### src/rtl/spike_rate_avg.sv
// Sliding-window average of per-window spike counts with running peak.
// Sum over the last 2^LOG_DEPTH windows kept in a circular register buffer.
module spike_rate_avg #(
  parameter int CNT_W     = 32,
  parameter int LOG_DEPTH = 3
) (
  input  logic                       clk,
  input  logic                       reset,
  input  logic [CNT_W-1:0]           cnt_in,
  input  logic                       cnt_valid,
  input  logic                       clear,
  output logic [CNT_W+LOG_DEPTH-1:0] sum_out,
  output logic [CNT_W-1:0]           rate_out,
  output logic [CNT_W-1:0]           peak_out,
  output logic                       rate_valid,
  output logic                       filled
);

  localparam int DEPTH  = 1 << LOG_DEPTH;
  localparam int SUM_W  = CNT_W + LOG_DEPTH;
  localparam int FILL_W = LOG_DEPTH + 1;

  logic [CNT_W-1:0]     hist_q [DEPTH];
  logic [CNT_W-1:0]     hist_d [DEPTH];
  logic [LOG_DEPTH-1:0] wr_ptr_q, wr_ptr_d;
  logic [FILL_W-1:0]    fill_cnt_q, fill_cnt_d;
  logic [SUM_W-1:0]     sum_q, sum_d;
  logic [CNT_W-1:0]     rate_q, rate_d;
  logic [CNT_W-1:0]     peak_q, peak_d;
  logic                 rate_valid_q, rate_valid_d;
  logic                 filled_q, filled_d;

  always_comb begin
    for (int i = 0; i < DEPTH; i++) hist_d[i] = hist_q[i];
    wr_ptr_d     = wr_ptr_q;
    fill_cnt_d   = fill_cnt_q;
    sum_d        = sum_q;
    rate_d       = rate_q;
    peak_d       = peak_q;
    rate_valid_d = 1'b0;
    filled_d     = filled_q;
    if (clear) begin
      for (int i = 0; i < DEPTH; i++) hist_d[i] = '0;
      wr_ptr_d   = '0;
      fill_cnt_d = '0;
      sum_d      = '0;
      rate_d     = '0;
      peak_d     = '0;
      filled_d   = 1'b0;
    end else if (cnt_valid) begin
      // retire the oldest entry before adding, all at full sum width
      sum_d            = sum_q - SUM_W'(hist_q[wr_ptr_q])
                       + SUM_W'(cnt_in);
      hist_d[wr_ptr_q] = cnt_in;
      wr_ptr_d         = wr_ptr_q + 1'b1;
      if (fill_cnt_q != FILL_W'(DEPTH))
        fill_cnt_d = fill_cnt_q + 1'b1;
      filled_d     = (fill_cnt_d == FILL_W'(DEPTH));
      rate_d       = CNT_W'(sum_d >> LOG_DEPTH);
      peak_d       = (rate_d > peak_q) ? rate_d : peak_q;
      rate_valid_d = 1'b1;
    end
  end

  always_ff @(posedge clk) begin
    if (reset) begin
      for (int i = 0; i < DEPTH; i++) hist_q[i] <= '0;
      wr_ptr_q     <= '0;
      fill_cnt_q   <= '0;
      sum_q        <= '0;
      rate_q       <= '0;
      peak_q       <= '0;
      rate_valid_q <= 1'b0;
      filled_q     <= 1'b0;
    end else begin
      for (int i = 0; i < DEPTH; i++) hist_q[i] <= hist_d[i];
      wr_ptr_q     <= wr_ptr_d;
      fill_cnt_q   <= fill_cnt_d;
      sum_q        <= sum_d;
      rate_q       <= rate_d;
      peak_q       <= peak_d;
      rate_valid_q <= rate_valid_d;
      filled_q     <= filled_d;
    end
  end

  assign sum_out    = sum_q;
  assign rate_out   = rate_q;
  assign peak_out   = peak_q;
  assign rate_valid = rate_valid_q;
  assign filled     = filled_q;

endmodule

### config.mk
export PLATFORM = sky130hd
export DESIGN_NAME = spike_rate_avg
export DESIGN_NICKNAME = d
export VERILOG_FILES = /design/src/rtl/spike_rate_avg.sv
export SDC_FILE = /design/constraint.sdc
export NUM_CORES = 1
export LEC_CHECK = 0
export ABC_AREA = 1
export CAP_MARGIN = 10
export CORE_MARGIN = 2
export CORE_UTILIZATION = 50
export DETAILED_ROUTE_END_ITERATION = 10
export PLACE_DENSITY_LB_ADDON = 0.15
export SETUP_SLACK_MARGIN = 0.1
export SLEW_MARGIN = 20
export SYNTH_ARGS = -nofsm -noshare
export SYNTH_HDL_FRONTEND = slang
export SYNTH_SLANG_ARGS = --single-unit
### constraint.sdc
create_clock -name clk -period 6 [get_ports clk]
set_clock_uncertainty 0.05 [all_clocks]
set_input_delay 0.9 -clock clk [delete_from_list [all_inputs] [get_ports clk]]
set_output_delay 0.9 -clock clk [all_outputs]
set_load 0.03 [all_outputs]
* Yosys cells after proc, flatten, opt, wreduce, memory -nomap -nowiden
Memories as Yosys holds them, arrays and structs flattened. A register that Yosys moved wholly into a read port is not among the register bits.
Cells that the tools add are included.
Widths: inputs -> output; s select.
** Word-level totals
- Bits in writable memories :: 256
- Memories kept :: 1
- Logic and storage cells :: 51
- Register bits :: 108
- Input port bits :: 36
** Memories
- hist_q :: depth 8, bits a word 32, rd ports 9, clocked after memory_dff 1, write ports 8, line 23 : logic [CNT_W-1:0] hist_q [DEPTH];
** Cells by class
- $lt $le $gt $ge :: 3
- Reduce and logical (&&, ||, !) cells :: 3
- Bitwise gates (word level) :: 9
- Equality and inequality tests :: 2
- Add/sub/neg operators :: 4
- Multiplexer cells :: 22
** Operator list (count)
- $mux 256 :: 2
- $mux 32 :: 9
- $bwmux 256 :: 1
- $demux 32 s3 :: 1
- $add 35x32->35 :: 1
- $sub 35x32->35 :: 1
- $gt 32x32->1 :: 1
- $mux 4 :: 3
- $or 1x1->1 :: 8
- $mux 3 :: 2
- $add 4x1->4 const B :: 1
- $eq 4x4->1 const B :: 1
- $ge 4x4->1 const B :: 1
- $lt 4x1->1 const B :: 1
- $mux 1 :: 4
- $ne 4x4->1 const B :: 1
- $not 3->4 :: 1
- $add 3x1->3 const B :: 1
- $reduce_and 2->1 :: 1
- $reduce_or 2->1 :: 1
- $logic_and 1x1->1 :: 1

* Longest topological paths before layout
- Word-level depth :: 9
- Mapped depth :: 34

* Worst setup path before layout
Ideal clock, no wire load.
- Kind :: register to register
- From :: register with a tool-made name
- To :: register peak_q[10], in the netlist peak_out[10]
- Arrival time :: 4297 ps
- Cell stages (with the launch flop) :: 32
- Clock period less this slack :: 4461 ps
- Data required time :: 5836 ps
- Setup slack :: 1539 ps
- Cell sequence :: dfxtp_1 > inv_1 > clkbuf_1 > clkbuf_1 > nor2_1 > o22ai_1 > nor2_1 > a31oi_1 > fa_1 > inv_1 > ha_1 > nand2_1 > inv_1 > a21oi_1 > nor2_1 > nor2_1 > nand2_1 > nand2_1 > nand2_1 > nand2_1 > nand2_1 > ha_1 > nand2_1 > nor2_2 > nand2_2 > nor4_4 > nand2_2 > nand2_4 > nand2_4 > buf_4 > o21bai_1 > nor2_1
** RTL lines
- end signal, assigned :: line 81 : peak_q <= peak_d;
- end, declared :: line 29 : logic [CNT_W-1:0] peak_q, peak_d;

==> results by group <==
Drt
  • TritonRoute pass-1 iters: 6
  • Initial DRC Count: 1665
  • Post-route DRC violation count: 0
  • Per-cell routed wire length: roughly 17 um
  • Antenna Nets Post-Route: 0
  • Detailed Route WL: 52.8 mm
  • Via density: 5.54
  • Vias post-DR: between 15000 and 20000

Finish
  • Share of cells above drive strength 1: under 10%
  • Final #Nets: 2761
  • Non-filler instance count after layout: 3112
  • P&R area growth vs syn: 15.8%
  • Area of the multi-input gates: 9260 um^2
  • N_diodes: 0
  • Fillcell total: ~3300
  • Register area: 6710 um^2
  • Utilization after layout: about three fifths
  • Finished Cell Area: 20800 um^2

Status
  • Status: finished, final reports clean

Floorplanning
  • Die Ht: 193 um
  • Chip Width: ~190 um
  • Core area: 35500 um^2
  • Floorplan row count: between 60 and 70
  • Die area: 37400 um^2
  • Io pins: 137
  • Initial core utilization: 50.5%

Pwr
  • Largest vdd supply drop: 0.290 mV
  • Leak: 9.08 nW
  • PwrDens: 346 nW/um^2

Synth
  • Ys async rst share: 0%
  • Synth area leader: dfxtp_1
  • Syn avg cell area: 6.95 um^2
  • Netlist cell types: 38
  • Mapped Area: 17900 um^2
  • Cells after Synth: 2582
  • Yosys top cell area share: between 30% and 40%
  • Synth Warn #: 0
  • Top cells by area, synth: dfxtp_1, o21ai_0, a21oi_1, nor2_1, nand2_1
  • Flops & latches, synth: 335
  • Syn_nets: 2720
  • Top FF cell, synth: dfxtp_1
  • EDFF count, synth: 0
  • Sequential area share after synthesis: 37.4%

Setup path
  • Worst path max stage delay: around 0.53 ns
  • Slowest CP cell: fa_1
  • Worst path bufs/invs: 3
  • Most frequent CP cell: nand2_1
  • WS Path Type: register to register
  • Setup crit end kind: register
  • CP arrival: between 5 and 6 ns
  • CP Launch Type: register
  • Worst-path fanout max: 83
  • WP data required: around 6.4 ns
  • Worst path top cell family by delay: simple AND/OR/NAND/NOR gates

Global routing
  • Vias in the first global route: 16300
  • Global-route wire length before repair: 84.9 mm
  • Initial antenna violation count: 0
  • GRT Util Overall: 27.6%
  • GRT overflow: 0
  • Largest net degree at the start of global routing: 217

Clock tree
  • Hold-fix buffers, CTS: 0
  • Clock root buffer: clkbuf_16
  • Clock tree buffer depth: 3
  • H-Tree Depth: 2
  • CTS sink cnt: 335
  • Latest clock arrival within the worst-skew pair: 0.54 ns
  • CTS clk-pin slew, worst paths: 0.06 ns
  • CTS tree: done
  • TritonCTS Buffers: 37

Timing
  • Fin crit share: 92.2%
  • RSZ-0062 raised after global routing: no
  • Final Critical Period: about 5.5 ns
  • Hold Vio Cnt, Final: 0
  • Setup slack after layout: 0.469 ns
  • Setup tns final: 0 ns
  • Slew @ Worst Pin: approximately 1.0 ns
  • Slew headroom: 31.3%
  • # setup viols final: 0
  • Fin. max-slew vios: 0
  • FMAX: 181 MHz

Placed design
  • Final GP Congestion: 0.978
  • IO Port Bufs: 136
  • DP HPWL: 35.9 mm
  • Pre-CTS setup slack: 0.305 ns
  • Placed inst area: about 20000 um^2
  • Placed cell count: 3044

Min path
  • Worst hold path type: register to register

Run
  • Max Cap Viol: 0
## synth_stat cells (30+ instances only)
| library cell | n |
|---|---|
| o21ai_0 | 432 |
| nor2_1 | 404 |
| dfxtp_1 | 335 |
| a21oi_1 | 307 |
| nand2_1 | 295 |
| inv_1 | 287 |
| clkbuf_1 | 134 |
| ha_1 | 70 |
| nand3_1 | 45 |
| buf_4 | 34 |
| clkinv_1 | 32 |
| fa_1 | 32 |
| o22ai_1 | 32 |
| a31oi_1 | 30 |
## stage by stage
| step | total power, W | hold WS, ns |
|---|---|---|
| global route | 0.00766 | 0.451 |
| CTS | 0.00721 | 0.421 |
| floorplan | 0.00423 | 0.421 |
| detailed placement | 0.00493 | 0.412 |
| global placement | 0.00488 | 0.406 |
| finish | 0.00718 | 0.418 |
## metal layers
| metal | wire length (um) | vias to the layer above | part of all wire, % | track usage, % |
|---|---|---|---|---|
| met5 | 0 | - | 0 | 0 |
| met4 | 1150 | 0 | 2.2 | 7.38 |
| met3 | 3840 | 89 | 7.3 | 4.17 |
| met2 | 23300 | 600 | 44 | 43.3 |
| met1 | 24500 | 8074 | 46 | 39.5 |
| li1 | - | 8471 | - | - |
## final timing paths
kind / from / to / slack (ns) / depth (start not counted)
max: register / peak_out[6] / 0.47 / 26
min: filled / filled / 0.42 / 2
max reg2reg: register / peak_out[6] / 0.47 / 26
min reg2reg: filled / filled / 0.42 / 2
## cells by family (layout without fill, tap and decap cells)
group,count (synthesis),after routing,share of synthesized area (%)
fa+ha+maj,102,102,8.46
buf+inv,501,570,11.4
compound gates,836,836,24.3
simple gates,790,790,17.6
flops,335,335,37.4
xor+xnor,18,18,0.879
## where the power goes
group,internal (W),switching (W)
clock network,0.00132,0.000954
registers,0.00231,0.0000674
logic,0.000864,0.00167
total,0.00449,0.00269
## cells in the final DEF, fill, tap and decap left out, types with 8 or more instances in the layout
master / Yosys / routed
nor2_4: 0 / 9
nand3_1: 45 / 45
o31ai_1: 8 / 8
nor2_2: 11 / 11
a21oi_1: 307 / 307
fa_1: 32 / 32
o21ai_0: 432 / 432
o22ai_1: 32 / 32
clkbuf_8: 0 / 10
buf_4: 34 / 37
nor2_1: 404 / 395
clkdlybuf4s50_1: 0 / 136
dfxtp_1: 335 / 333
nor3_1: 9 / 9
xor2_1: 18 / 18
nand2_1: 295 / 295
ha_1: 70 / 70
nand4_1: 12 / 12
a31oi_1: 30 / 29
inv_1: 287 / 286
o21bai_1: 17 / 17
clkinv_1: 32 / 32
clkbuf_16: 0 / 37
## flip-flops by register name, summed over array words and instances (netlist names), named ones only
register / count
fill_cnt_q: 4
peak_out: 32
rate_valid: 1
wr_ptr_q: 3
sum_out: 35
filled: 1
hist_q: 256
## worst reg2reg max path: cells and delay by family (launching register included)
family                   cells  cell delay (ns)
AO/OA/AOI/OAI                4             0.92
adder cells (fa/ha/maj)      3             1.23
buffers and inverters        3             0.56
flip-flops                   1             0.52
AND/OR/NAND/NOR             16             2.14
## area by class of cell
type / count / share of cell area [%]
Clock inverter: 13 / 0.711
Inverter: 322 / 5.84
Tap cell: 461 / 2.78
Sequential cell: 335 / 32.3
Timing Repair Buffer: 181 / 8.55
Multi-Input combinational cell: 1746 / 44.6
Clock buffer: 54 / 5.25
## repair_timing
item                                    4_1_cts  5_1_grt
endpoints found under the setup margin        0       26
resized for setup                             0        3
buffers inserted                              0        1
Note: power is estimated with default switching activity, not from simulation.
==> edit 1 (same flow settings) <==
Take the reset off `sum_q` and load it in a clocked block of its own.
--- a/src/rtl/spike_rate_avg.sv
+++ b/src/rtl/spike_rate_avg.sv
@@ -69,3 +69,2 @@
       fill_cnt_q   <= '0;
-      sum_q        <= '0;
       rate_q       <= '0;
@@ -78,3 +77,2 @@
       fill_cnt_q   <= fill_cnt_d;
-      sum_q        <= sum_d;
       rate_q       <= rate_d;
@@ -84,2 +82,6 @@
     end
+  end
+
+  always_ff @(posedge clk) begin
+    sum_q <= sum_d;
   end
Formal check against the unedited RTL: not equivalent (a bounded check fails within 4 cycles, from zero or initial values; the reset may be asserted at any time).
==> edit 1 against the original RTL <==
Count of clock-buffer cells in the layout is 1 lower. Area after synthesis is 3.6% higher. Global-route usage grew 0.32 points. Critical path depth grew 4. Wire length increased by 3.9%. Sequential cell count up 32. Design area increased by 5.3%. Worst setup slack lost 0.029 ns. Utilization is 1.2 points higher.
Power is not compared: it rests on default switching activity, and its combinational part moved more than twofold at a synthesized area within 25%.
==> edit 1: results (changes against the original RTL) <==
status: finished, final reports clean
Reg2Reg Setup Slack: 0.44 ns (-0.03 ns)
WHS: 0.412 ns (-0.00613 ns)
Adder-Cell Fraction of Synth Area: 0.0816 (-0.00296)
via count: 17,800 (+3.2%)
Seq/Total Area, Yosys: 0.395 (+0.0214)
Reg-to-Reg End: peak_out[18]$_SDFFE_PP0P_
WHS Endpoint: rate_out[25]$_SDFFE_PP0P_
CP Data Arrival Time: 5.98 ns (+0.07 ns)
first-pass GRT wire length: 86,900 um (+2.4%)
final wirelength: 54,900 um (+3.9%)
cts bufs inserted: 40 (+8.1%)
number of DRC markers in iteration 0: 1,547 (-7.1%)
Reg2Reg Depth: 30 (+15%)
largest cells by area after synthesis: dfxtp_1 (40%), o21ai_0 (11%), a21oi_1 (9.8%)
WL/cell: 17.0 um (+0.42%)
number of global-route vias before repair: 16,600 (+2.0%)
nets: 2,863 (+3.7%)
CP max FO: 36 (-57%)
min-delay src: rate_out[25]$_SDFFE_PP0P_
Placer Congestion: 0.938 (-4.1%)
initial antenna violation count: 1 (+1)
xor-xnor portion of the synthesized cell area: 0.0114 (+0.00266)
GRT Util Overall: 0.279 (+0.00323)
layout cells sized above 1: 0.0596 (+0.00720)
post-synthesis area per instance: 7.03 um^2 (+1.3%)
Final HPWL DP: 36,800 um (+2.5%)
compound-gate portion of the synthesized area: 0.240 (-0.00303)
cell total after placement: 3,149 (+3.4%)
Post-synth top cells: o21ai_0 (415), nor2_1 (387), dfxtp_1 (367)
[edit 1: repair_timing]
action                                  CTS  global route
endpoints found under the setup margin   22            32
resized for setup                         1            15
gates cloned                              0             1
pin swaps                                 0             0
[edit 1: power by group through the flow]
stage                     Sequential [uW]  Combinational, uW  Clock, uW
after floorplan                      3400               3910          0
after global placement               2990               5940          0
after detailed placement             2990               6050          0
after CTS                            2940               6080       2480
after global routing                 2970               6950       2580
final                                2940               6170       2440
[edit 1: per-stage QoR]
step / setup WS (ns) / area, um^2
floorplan: 1.51 / 18600
global placement: 0.123 / 20500
detailed placement: 0.0667 / 20500
CTS: 0.170 / 21700
global route: 0.0884 / 21900
finish: 0.440 / 21900
[edit 1: logic make-up (layout without fill, tap and decap cells)]
family | after synthesis | count (layout)
AO/OA/AOI/OAI | 868 | 868
XOR/XNOR | 20 | 20
adder cells (fa/ha/maj) | 102 | 102
buffers and inverters | 453 | 561
flip-flops | 367 | 367
other | 0 | 1
AND/OR/NAND/NOR | 832 | 832
[edit 1: worst max-delay path by stage]
stage	endpoint	startpoint	cells after the start
5_1_grt	peak_out[10]$_SDFFE_PP0P_	flop	29
3_5_place_dp	peak_out[4]$_SDFFE_PP0P_	cnt_in[17]	24
3_3_place_gp	peak_out[1]$_SDFFE_PP0P_	cnt_in[27]	23
2_1_floorplan	peak_out[7]$_SDFFE_PP0P_	flop	31
6_report	peak_out[18]$_SDFFE_PP0P_	flop	30
4_1_cts	peak_out[18]$_SDFFE_PP0P_	flop	29
[edit 1: final cells by class]
class	count	area [um^2]
well taps	468	586
fillers	3447	14700
flip-flops and latches	367	7350
repair buffers	196	1930
clock inverters	14	164
multi-input cells	1822	9600
clock buffers	53	1120
diodes	1	2.50
inverters	298	1130
[edit 1: per-layer routing]
| metal | wire length [um] | global-route usage |
|---|---|---|
| met4 | 1470 | 0.0869 |
| met1 | 24800 | 0.385 |
| met2 | 24900 | 0.452 |
| met3 | 3730 | 0.0400 |
| met5 | 0 | 0 |
[edit 1: worst max-delay path: cells and delay by family (launching register included)]
family | cells | cell delay [ns]
AO/OA/AOI/OAI | 3 | 0.72
adder cells (fa/ha/maj) | 3 | 1.13
buffers and inverters | 5 | 0.81
flip-flops | 1 | 0.38
AND/OR/NAND/NOR | 19 | 2.32
==> edit 2 (same settings) <==
Made on the original files. `LOG_DEPTH`: 3 -> 2.
--- a/src/rtl/spike_rate_avg.sv
+++ b/src/rtl/spike_rate_avg.sv
@@ -4,3 +4,3 @@
   parameter int CNT_W     = 32,
-  parameter int LOG_DEPTH = 3
+  parameter int LOG_DEPTH = 2
 ) (
Ports: changed (resized sum_out); port bits go from 137 to 136. The function was not compared with the original's and may differ.
==> edit 2 against the original RTL <==
Power fell by 22%. Worst setup slack better by 0.24 ns. Design area down 29%. Area after synthesis down 29%. Count of clock-buffer cells in the layout fell by 26. Wire length down 30%. Sequential cell count down 132. Maximum frequency rose by 4.5%. Utilization up 0.65 points.
==> edit 2: results (changes against the original RTL) <==
Placer Congestion: 1.01 (+3.4%)
Slew Limit Headroom: 0.442 (+0.130)
first-pass GRT wire length: 59,600 um (-30%)
GRT Util Overall: 0.281 (+0.00482)
status: finished, final reports clean
max reg flops: 128 (-50%)
H-tree lvl count: 1 (-1)
Crit path required time: 6.36 ns (-0.02 ns)
largest cells by area after synthesis: dfxtp_1 (32%), inv_1 (9.4%), o21ai_0 (9.1%)
Reg2Reg Depth: 25 (-3.8%)
final wirelength: 37,000 um (-30%)
cts bufs inserted: 23 (-38%)
Post-synth top cells: inv_1 (317), nand2_1 (299), o21ai_0 (231)
via count: 12,100 (-30%)
layout cells sized above 1: 0.0597 (+0.00731)
Seq/Total Area, Yosys: 0.321 (-0.0531)
Worst path max stage delay: 0.49 ns (-0.04 ns)
DR vias/cell: 5.34 (-3.5%)
Port Buffers: 135 (-0.74%)
nets: 2,048 (-26%)
worst-case vdd ir drop: 0.255 mV (-12%)
CP max FO: 27 (-67%)
Finished Core Util: 0.592 (+0.00647)
largest net degree at the start of global routing: 92 (-58%)
Detailed Routing Iterations Pass 1: 5 (-1)
Placed Area: 14,000 um^2 (-28%)
number of DRC markers in iteration 0: 1,082 (-35%)
fill cell count: 2,409 (-27%)
cell total after placement: 2,213 (-27%)
leakage: 0.00686 uW (-24%)
-- edit 2: changes by cell type after synthesis, moves of 66 or more --
| cell | unedited run | this run |
|---|---|---|
| nor2_1 | 404 | 178 |
| o21ai_0 | 432 | 231 |
| dfxtp_1 | 335 | 203 |
| a21oi_1 | 307 | 201 |
| clkbuf_1 | 134 | 68 |
-- edit 2: worst paths after layout --
check | slack (ns) | from | end
worst min-delay path | 0.43 | fill_cnt_q[1]$_SDFFE_PP0P_ | fill_cnt_q[1]$_SDFFE_PP0P_
worst max register to register | 0.71 | flop | peak_out[25]$_SDFFE_PP0P_
worst min register to register | 0.43 | fill_cnt_q[1]$_SDFFE_PP0P_ | fill_cnt_q[1]$_SDFFE_PP0P_
worst max-delay path | 0.71 | flop | peak_out[25]$_SDFFE_PP0P_
-- edit 2: layout make-up --
type	count	share of cell area
Inverter	323	0.0818
Clock buffer	28	0.0435
Multi-Input combinational cell	1199	0.456
Clock inverter	14	0.0115
Sequential cell	203	0.274
Timing Repair Buffer	158	0.105
Tap cell	330	0.0279
-- edit 2: cells by family (layout without fill, tap and decap cells) --
group	count (synthesis)	count (layout)	synth area share
compound gates	494	494	0.204
xor+xnor	15	15	0.0110
simple gates	586	586	0.196
fa+ha+maj	104	104	0.122
flops	203	203	0.321
buf+inv	437	523	0.146
-- edit 2: metal layers --
| metal | wire (um) | global-route usage | share of wire |
|---|---|---|---|
| met2 | 15800 | 0.431 | 0.43 |
| met1 | 17800 | 0.422 | 0.48 |
| met4 | 680 | 0.0527 | 0.018 |
| met3 | 2650 | 0.0381 | 0.072 |
| met5 | 0 | 0 | 0 |
-- edit 2: metrics by stage --
stage / hold WS [ns] / worst slack (ns)
6_report: 0.429 / 0.706
5_1_grt: 0.459 / 0.246
4_1_cts: 0.432 / 0.728
3_5_place_dp: 0.423 / 0.515
3_3_place_gp: 0.413 / 0.535
2_1_floorplan: 0.400 / 1.81
-- edit 2: power by group through the flow --
stage / Clock, uW / Combinational [uW] / Sequential, uW
after global routing: 1590 / 2900 / 1510
after detailed placement: 0 / 2550 / 1530
after global placement: 0 / 2520 / 1530
after CTS: 1530 / 2570 / 1500
after floorplan: 0 / 1740 / 1620
final: 1510 / 2600 / 1500
-- edit 2: worst max-delay path: cells and delay by family (launching register included) --
kind | cells | cell delay [ns]
flops | 1 | 0.31
fa+ha+maj | 3 | 1.22
simple gates | 14 | 2.04
buf+inv | 4 | 0.97
compound gates | 4 | 0.57
